<file path="src/rtl/gate_test_seq.sv">
// gate_test_seq: self-test sequencer that sweeps a 2-input gate through all four
// input vectors and compares each sampled output against a latched truth table.
module gate_test_seq #(
    parameter int SETTLE_CYCLES = 2
) (
    input  logic       clk,
    input  logic       rst_n,
    input  logic       start,
    input  logic [3:0] truth_tbl,
    input  logic       y,
    output logic       a,
    output logic       b,
    output logic       busy,
    output logic       done,
    output logic       pass,
    output logic [3:0] fail_mask,
    output logic [1:0] vec_idx
);
    localparam int CW = (SETTLE_CYCLES < 2) ? 1 : $clog2(SETTLE_CYCLES + 1);
    localparam logic [CW-1:0] CNT_LAST = CW'(SETTLE_CYCLES - 1);
    localparam logic [1:0] IDLE   = 2'd0;
    localparam logic [1:0] SETTLE = 2'd1;
    localparam logic [1:0] SAMPLE = 2'd2;
    localparam logic [1:0] DONE   = 2'd3;

    logic [1:0]    state_q, state_d;
    logic [CW-1:0] cnt_q, cnt_d;
    logic [3:0]    tbl_q, tbl_d;
    logic [1:0]    vec_q, vec_d;
    logic [3:0]    fail_q, fail_d;
    logic          pass_q, pass_d;
    logic          busy_q, busy_d;
    logic          done_q, done_d;

    // done is registered so it lines up with busy falling and the final pass value
    always_comb begin
        state_d = state_q;
        cnt_d   = cnt_q;
        tbl_d   = tbl_q;
        vec_d   = vec_q;
        fail_d  = fail_q;
        pass_d  = pass_q;
        busy_d  = busy_q;
        done_d  = 1'b0;
        case (state_q)
            IDLE: if (start) begin
                tbl_d   = truth_tbl;
                vec_d   = 2'd0;
                cnt_d   = '0;
                fail_d  = 4'd0;
                pass_d  = 1'b0;
                busy_d  = 1'b1;
                state_d = SETTLE;
            end
            SETTLE: if (cnt_q == CNT_LAST) state_d = SAMPLE;
                    else cnt_d = cnt_q + CW'(1);
            SAMPLE: begin
                fail_d[vec_q] = (y != tbl_q[vec_q]);
                if (vec_q == 2'd3) state_d = DONE;
                else begin
                    vec_d   = vec_q + 2'd1;
                    cnt_d   = '0;
                    state_d = SETTLE;
                end
            end
            DONE: begin
                done_d  = 1'b1;
                pass_d  = ~|fail_q;
                busy_d  = 1'b0;
                state_d = IDLE;
            end
            default: state_d = IDLE;
        endcase
    end

    always_ff @(posedge clk or negedge rst_n) begin
        if (!rst_n) begin
            state_q <= IDLE;
            cnt_q   <= '0;
            tbl_q   <= 4'd0;
            vec_q   <= 2'd0;
            fail_q  <= 4'd0;
            pass_q  <= 1'b0;
            busy_q  <= 1'b0;
            done_q  <= 1'b0;
        end else begin
            state_q <= state_d;
            cnt_q   <= cnt_d;
            tbl_q   <= tbl_d;
            vec_q   <= vec_d;
            fail_q  <= fail_d;
            pass_q  <= pass_d;
            busy_q  <= busy_d;
            done_q  <= done_d;
        end
    end

    assign a         = vec_q[1];
    assign b         = vec_q[0];
    assign vec_idx   = vec_q;
    assign busy      = busy_q;
    assign done      = done_q;
    assign pass      = pass_q;
    assign fail_mask = fail_q;
endmodule

</file>
<file path="config.mk">
export PLATFORM = sky130hd
export DESIGN_NAME = gate_test_seq
export DESIGN_NICKNAME = d
export VERILOG_FILES = /design/src/rtl/gate_test_seq.sv
export SDC_FILE = /design/constraint.sdc
export NUM_CORES = 1
export LEC_CHECK = 0
export CELL_PAD_IN_SITES_DETAIL_PLACEMENT = 0
export CELL_PAD_IN_SITES_GLOBAL_PLACEMENT = 1
export CORE_MARGIN = 2
export CORE_UTILIZATION = 40
export CTS_CLUSTER_SIZE = 10
export DETAILED_ROUTE_END_ITERATION = 10
export PLACE_DENSITY = 0.82
export REMOVE_ABC_BUFFERS = 1
export SYNTH_ARGS = -nofsm -noshare
export SYNTH_HDL_FRONTEND = slang
export SYNTH_SLANG_ARGS = --single-unit
export TNS_END_PERCENT = 50
</file>
<file path="constraint.sdc">
create_clock -name clk -period 4.7 [get_ports clk]
set_clock_uncertainty 0.2 [all_clocks]
set_input_delay 0.94 -clock clk [delete_from_list [all_inputs] [get_ports clk]]
set_output_delay 0.94 -clock clk [all_outputs]
set_load 0.05 [all_outputs]
</file>
-- Word level (Yosys, flattened, before mapping)
Cells that the tools add are included.
- register bits: 17
- input port bits: 8
- output and inout port bits: 11
- word-level logic and storage cells: 57
- $add $sub $neg: 2
- magnitude comparators: 2
- equality and inequality tests: 10
- muxes and demuxes: 22
- reduce and logical (&&, ||, !) cells: 13
- operator list (operator ; count):
    2-bit two-way mux ; 7
    2-bit inequality test (second input constant) ; 4
    2-bit case mux with 4 select lines ; 1
    4-bit case mux with 2 select lines ; 1
    2-bit AND reduction ; 4
    2-bit equality test (second input constant) ; 3
    2-bit case mux with 3 select lines ; 1
    1-bit two-way mux ; 5
    2-bit by 1-bit adder with 2-bit output (second input constant) ; 2
    4-bit bitwise mux ; 1
    2-bit by 1-bit equality test with 1-bit output (second input constant) ; 2
    4-bit two-way mux ; 1
    1-bit case mux with 2 select lines ; 2
    2-bit case mux with 2 select lines ; 1
    4-bit AND reduction ; 1
    2-bit nonzero test ; 2
    4-bit OR reduction ; 1
    2-bit by 3-bit < comparator with 1-bit output (second input constant) ; 1
    3-bit AND reduction ; 1
    3-bit nonzero test ; 1
    1-bit binary-select mux with 2-bit select ; 1
    1-bit demux with 2-bit select ; 1
    2-bit by 1-bit >= comparator with 1-bit output (second input constant) ; 1
    2-bit zero test ; 1
    3 further kinds ; 3

-- Depth between registers and ports, before layout
- word-level depth: 6
- mapped depth: 5
- mapped depth without buffers: 5

-- Worst setup path after synthesis
OpenSTA, ideal clock, no wires.
- path kind: register -> output
- start: reg vec_q[0], in the netlist vec_idx[0]
- end: out vec_idx[0]
- arrival: 1.017 ns
- required time: 3.560 ns
- slack: 2.543 ns
- stages on the path, launching flop included: 2
- buffers on the path: 1
- cells stage by stage: dfrtp_1 buf_4
- RTL lines (item ; line ; text):
    start, declared ; 29 ; logic [1:0] vec_q, vec_d;
    start signal, assigned ; 90 ; vec_q <= vec_d;
    end, declared ; 17 ; output logic [1:0] vec_idx
No word-level cell between the ends.

-- Worst setup path in the final report
- start: reg vec_q[0], in the netlist vec_idx[0]
- end: out vec_idx[0]
No word-level cell between the ends.

==> Implementation_results.wiki <==
{| class="wikitable"
! Metric !! Value
|-
| Outcome || finished, final reports clean
|-
| Vias || 558
|-
| Clk network pwr share || 10.8%
|-
| Fraction of final layout cells sized beyond drive strength 1 || 12.22%
|-
| Relative area change from synthesis to final layout || 24.70%
|-
| Pre-CTS WS || 2170 ps
|-
| DRT iter0 DRCs || 7
|-
| Relative contribution of sequential cells to total power || 37.2%
|-
| Critical Path, Cell by Cell || clkdlybuf4s50_1
|-
| Power dissipated by switching net loads || 320.0 uW
|-
| Static leakage power || 0.4668 nW
|-
| Routed vias/inst || 4.769
|-
| Final hold violation count || 0
|-
| Clock buffer depth || 2
|-
| Clock tree from TritonCTS || yes
|-
| Final Max Slew Viols || 0
|-
| Clock Sinks || 17
|-
| All-Layer GR Usage || 13.37%
|-
| Switching part of the total power || 44.66%
|-
| CTS buffer count || 3
|-
| H-tree levels || 1
|-
| GR met3 Demand/Resource || 5.152%
|-
| Distinct cells, synth || 24
|-
| Worst endpoint data arrival time || 1670 ps
|-
| Critical Path Max Stage Delay || 870 ps
|-
| Clk Tree Root Cell || clkbuf_4
|-
| Placer congestion estimate || 0.7115
|-
| CTS clock-pin slew for the worst setup and hold paths || 100 ps
|-
| Peak ir drop on the vdd network || 0.0003803 V
|-
| Cell type group with the largest total delay on the critical path || buffers and inverters
|-
| Setup repair after global routing missed its margin || false
|-
| First-pass iteration count of the detailed router || 4
|-
| Ratio of final minimum period to clock period || 59.69%
|-
| Sequential fraction of the synthesis area || 50.90%
|-
| Largest net degree at the start of global routing || 18
|-
| Relative max-transition margin || 50.70%
|-
| Mean post-synth cell area || 11.45 sq um
|-
| Area of the mapped netlist || 835.8 sq um
|-
| Number of global-route vias before repair || 520
|-
| Gate count after technology mapping || 73
|-
| Crit. End Element || output port
|-
| Post-DP Area || 1015 sq um
|-
| Number of cell rows || 16
|-
| Final global-route overflow total || 0
|-
| Final Worst Setup Slack || 1894 ps
|-
| Kind of start point of the critical path || flop
|-
| Die Height || 49.71 um
|-
| Total wire length after detailed routing || 1422 um
|-
| Final nets || 104
|-
| Relative contribution of combinational cells to total power || 52.1%
|-
| Synth Warn # || 0
|-
| Number of antenna-violating nets in the routed design || 0
|-
| Final critical delay including setup and external delays || 2806 ps
|-
| Starting Density || 42.60%
|-
| Core region area || 1962 sq um
|-
| Post-synthesis cell type with the largest combined area || dfrtp_1
|-
| Area of the die || 2471 sq um
|-
| Ports || 19
|-
| Achievable frequency || 0.3564 GHz
|-
| Overall die width || 49.71 um
|-
| Antenna diode instance count || 0
|-
| Category of the critical setup timing path || flop to output port
|-
| GR Util met2 || 19.33%
|-
| Half-perimeter wire length after placement || 1058 um
|-
| Required time of the critical path || 3560 ps
|-
| Slowest cell on crit path || clkdlybuf4s50_1
|-
| Summed negative setup slack over all endpoints || 0 ps
|-
| Largest fanout on the critical path || 8
|-
| Number of antenna violations at the first check in global routing || 0
|-
| Wire length of the first global-routing pass || 2428 um
|-
| Total design power || 716.5 uW
|-
| Portion of synthesized cell area occupied by the leading cell type || 50.90%
|-
| Avg WL per Cell || 12.15 um
|-
| Cell area after layout || 1042 sq um
|-
| Transition at the pin with the smallest max-transition slack || 737.1 ps
|-
| Number of synthesized register bits || 17
|-
| GRT Max-Usage Layer || met2
|-
| DRC violation count after routing || 0
|-
| Power Dens Cells || 687.4 nW/um^2
|-
| Clk Latency, worst-skew pair || 290 ps
|-
| Number of setup buffers added after CTS || 0
|-
| Number of port buffers || 18
|-
| Count of endpoints failing setup in the final report || 0
|-
| Routing usage on met1 || 17.84%
|-
| Number of gates resized after cts || 0
|-
| Combined buffer and inverter count along the critical path || 1
|-
| Number of maximum-capacitance constraint violations || 0
|-
| Class of the tightest hold or removal check || flop to flop
|-
| Int Power || 396.5 uW
|-
| R2R Setup Slk || 2980 ps
|-
| Leading cell types by total area after synthesis || dfrtp_1 51%, ha_1 7.5%, o21ai_0 5.4%
|-
| Hold buffers post-CTS || 0
|}
-- cell usage in the layout, fill, tap and decap left out, types with 2 or more instances in the layout --
cell type	count
o21ai_0	9
inv_1	5
nand2_1	5
nand3_1	8
dfrtp_1	17
clkbuf_4	3
mux2_4	2
clkdlybuf4s50_1	18
ha_1	5
mux2_2	2
nand3b_1	4
-- metal layers --
| metal | routed length (um) | part of all wire (%) | vias up |
|---|---|---|---|
| met3 | 74 | 5.2 | 2 |
| met4 | 23 | 1.6 | 0 |
| met2 | 644 | 45 | 14 |
| li1 | - | - | 285 |
| met1 | 679 | 48 | 257 |
| met5 | 0 | 0 | - |
-- cell type report --
cell class / count / area [sq um]
inverters: 5 / 18.77
repair buffers: 18 / 180.2
multi-input cells: 46 / 356.6
clock buffers: 3 / 22.52
well taps: 27 / 33.78
flip-flops and latches: 17 / 425.4
fillers: 198 / 919.6
clock inverters: 1 / 5.005
-- path summary, 6_finish.rpt --
check,startpoint,to,depth (start not counted)
min in group asynchronous,rst_n,pass,1
hold / removal,busy,busy,2
max in group asynchronous,rst_n,tbl_q[3],1
setup reg to reg,vec_idx[0],fail_mask[0],3
hold reg to reg,busy,busy,2
setup / recovery,vec_idx[0],vec_idx[0],1
-- kinds of logic after synthesis --
kind of cell             after synthesis  synth area share, %
AO/OA/AOI/OAI                         11                7.335
XOR/XNOR                               1                1.947
adder cells (fa/ha/maj)                5                7.485
buffers and inverters                 10                6.436
flip-flops                            17                50.90
multiplexers                           5                8.982
AND/OR/NAND/NOR                       24                16.92
-- power groups by stage --
stage          logic, mW  clock network [mW]  registers [mW]
5_1_grt            0.407              0.0862           0.276
3_3_place_gp       0.369                   0           0.268
2_1_floorplan      0.167                   0           0.364
6_report           0.373              0.0772           0.266
4_1_cts            0.378              0.0812           0.266
3_5_place_dp       0.377                   0           0.269
-- state kept, by name (all words and copies together) (netlist names) --
register,count
fail_mask,4
tbl_q,4
cnt_q,2
state_q,2
vec_idx,2
busy,1
done,1
pass,1
-- cells in the mapped netlist --
master and instances:
dfrtp_1 17, o21ai_0 9, nand3_1 8, ha_1 5, inv_1 5, nand2_1 5
nand3b_1 4, buf_4 2, mux2_2 2, mux2_4 2, a21o_1 1, and2_1 1
buf_2 1, buf_6 1, clkbuf_1 1, mux4_2 1, nor2_1 1, nor4b_1 1
o2bb2ai_1 1, or3_1 1, or3b_1 1, or3b_4 1, or4_1 1, xnor2_2 1
-- metrics by stage --
step                std cells  utilization (%)  hold slack [ps]
floorplan                  68                -            256.1
global route              117            53.13            342.0
CTS                       117            53.13            299.3
global placement          113            51.72            274.0
finish                    117            53.13            294.3
detailed placement        113            51.72            273.8
No activity file was read; power rests on OpenSTA's default activity.
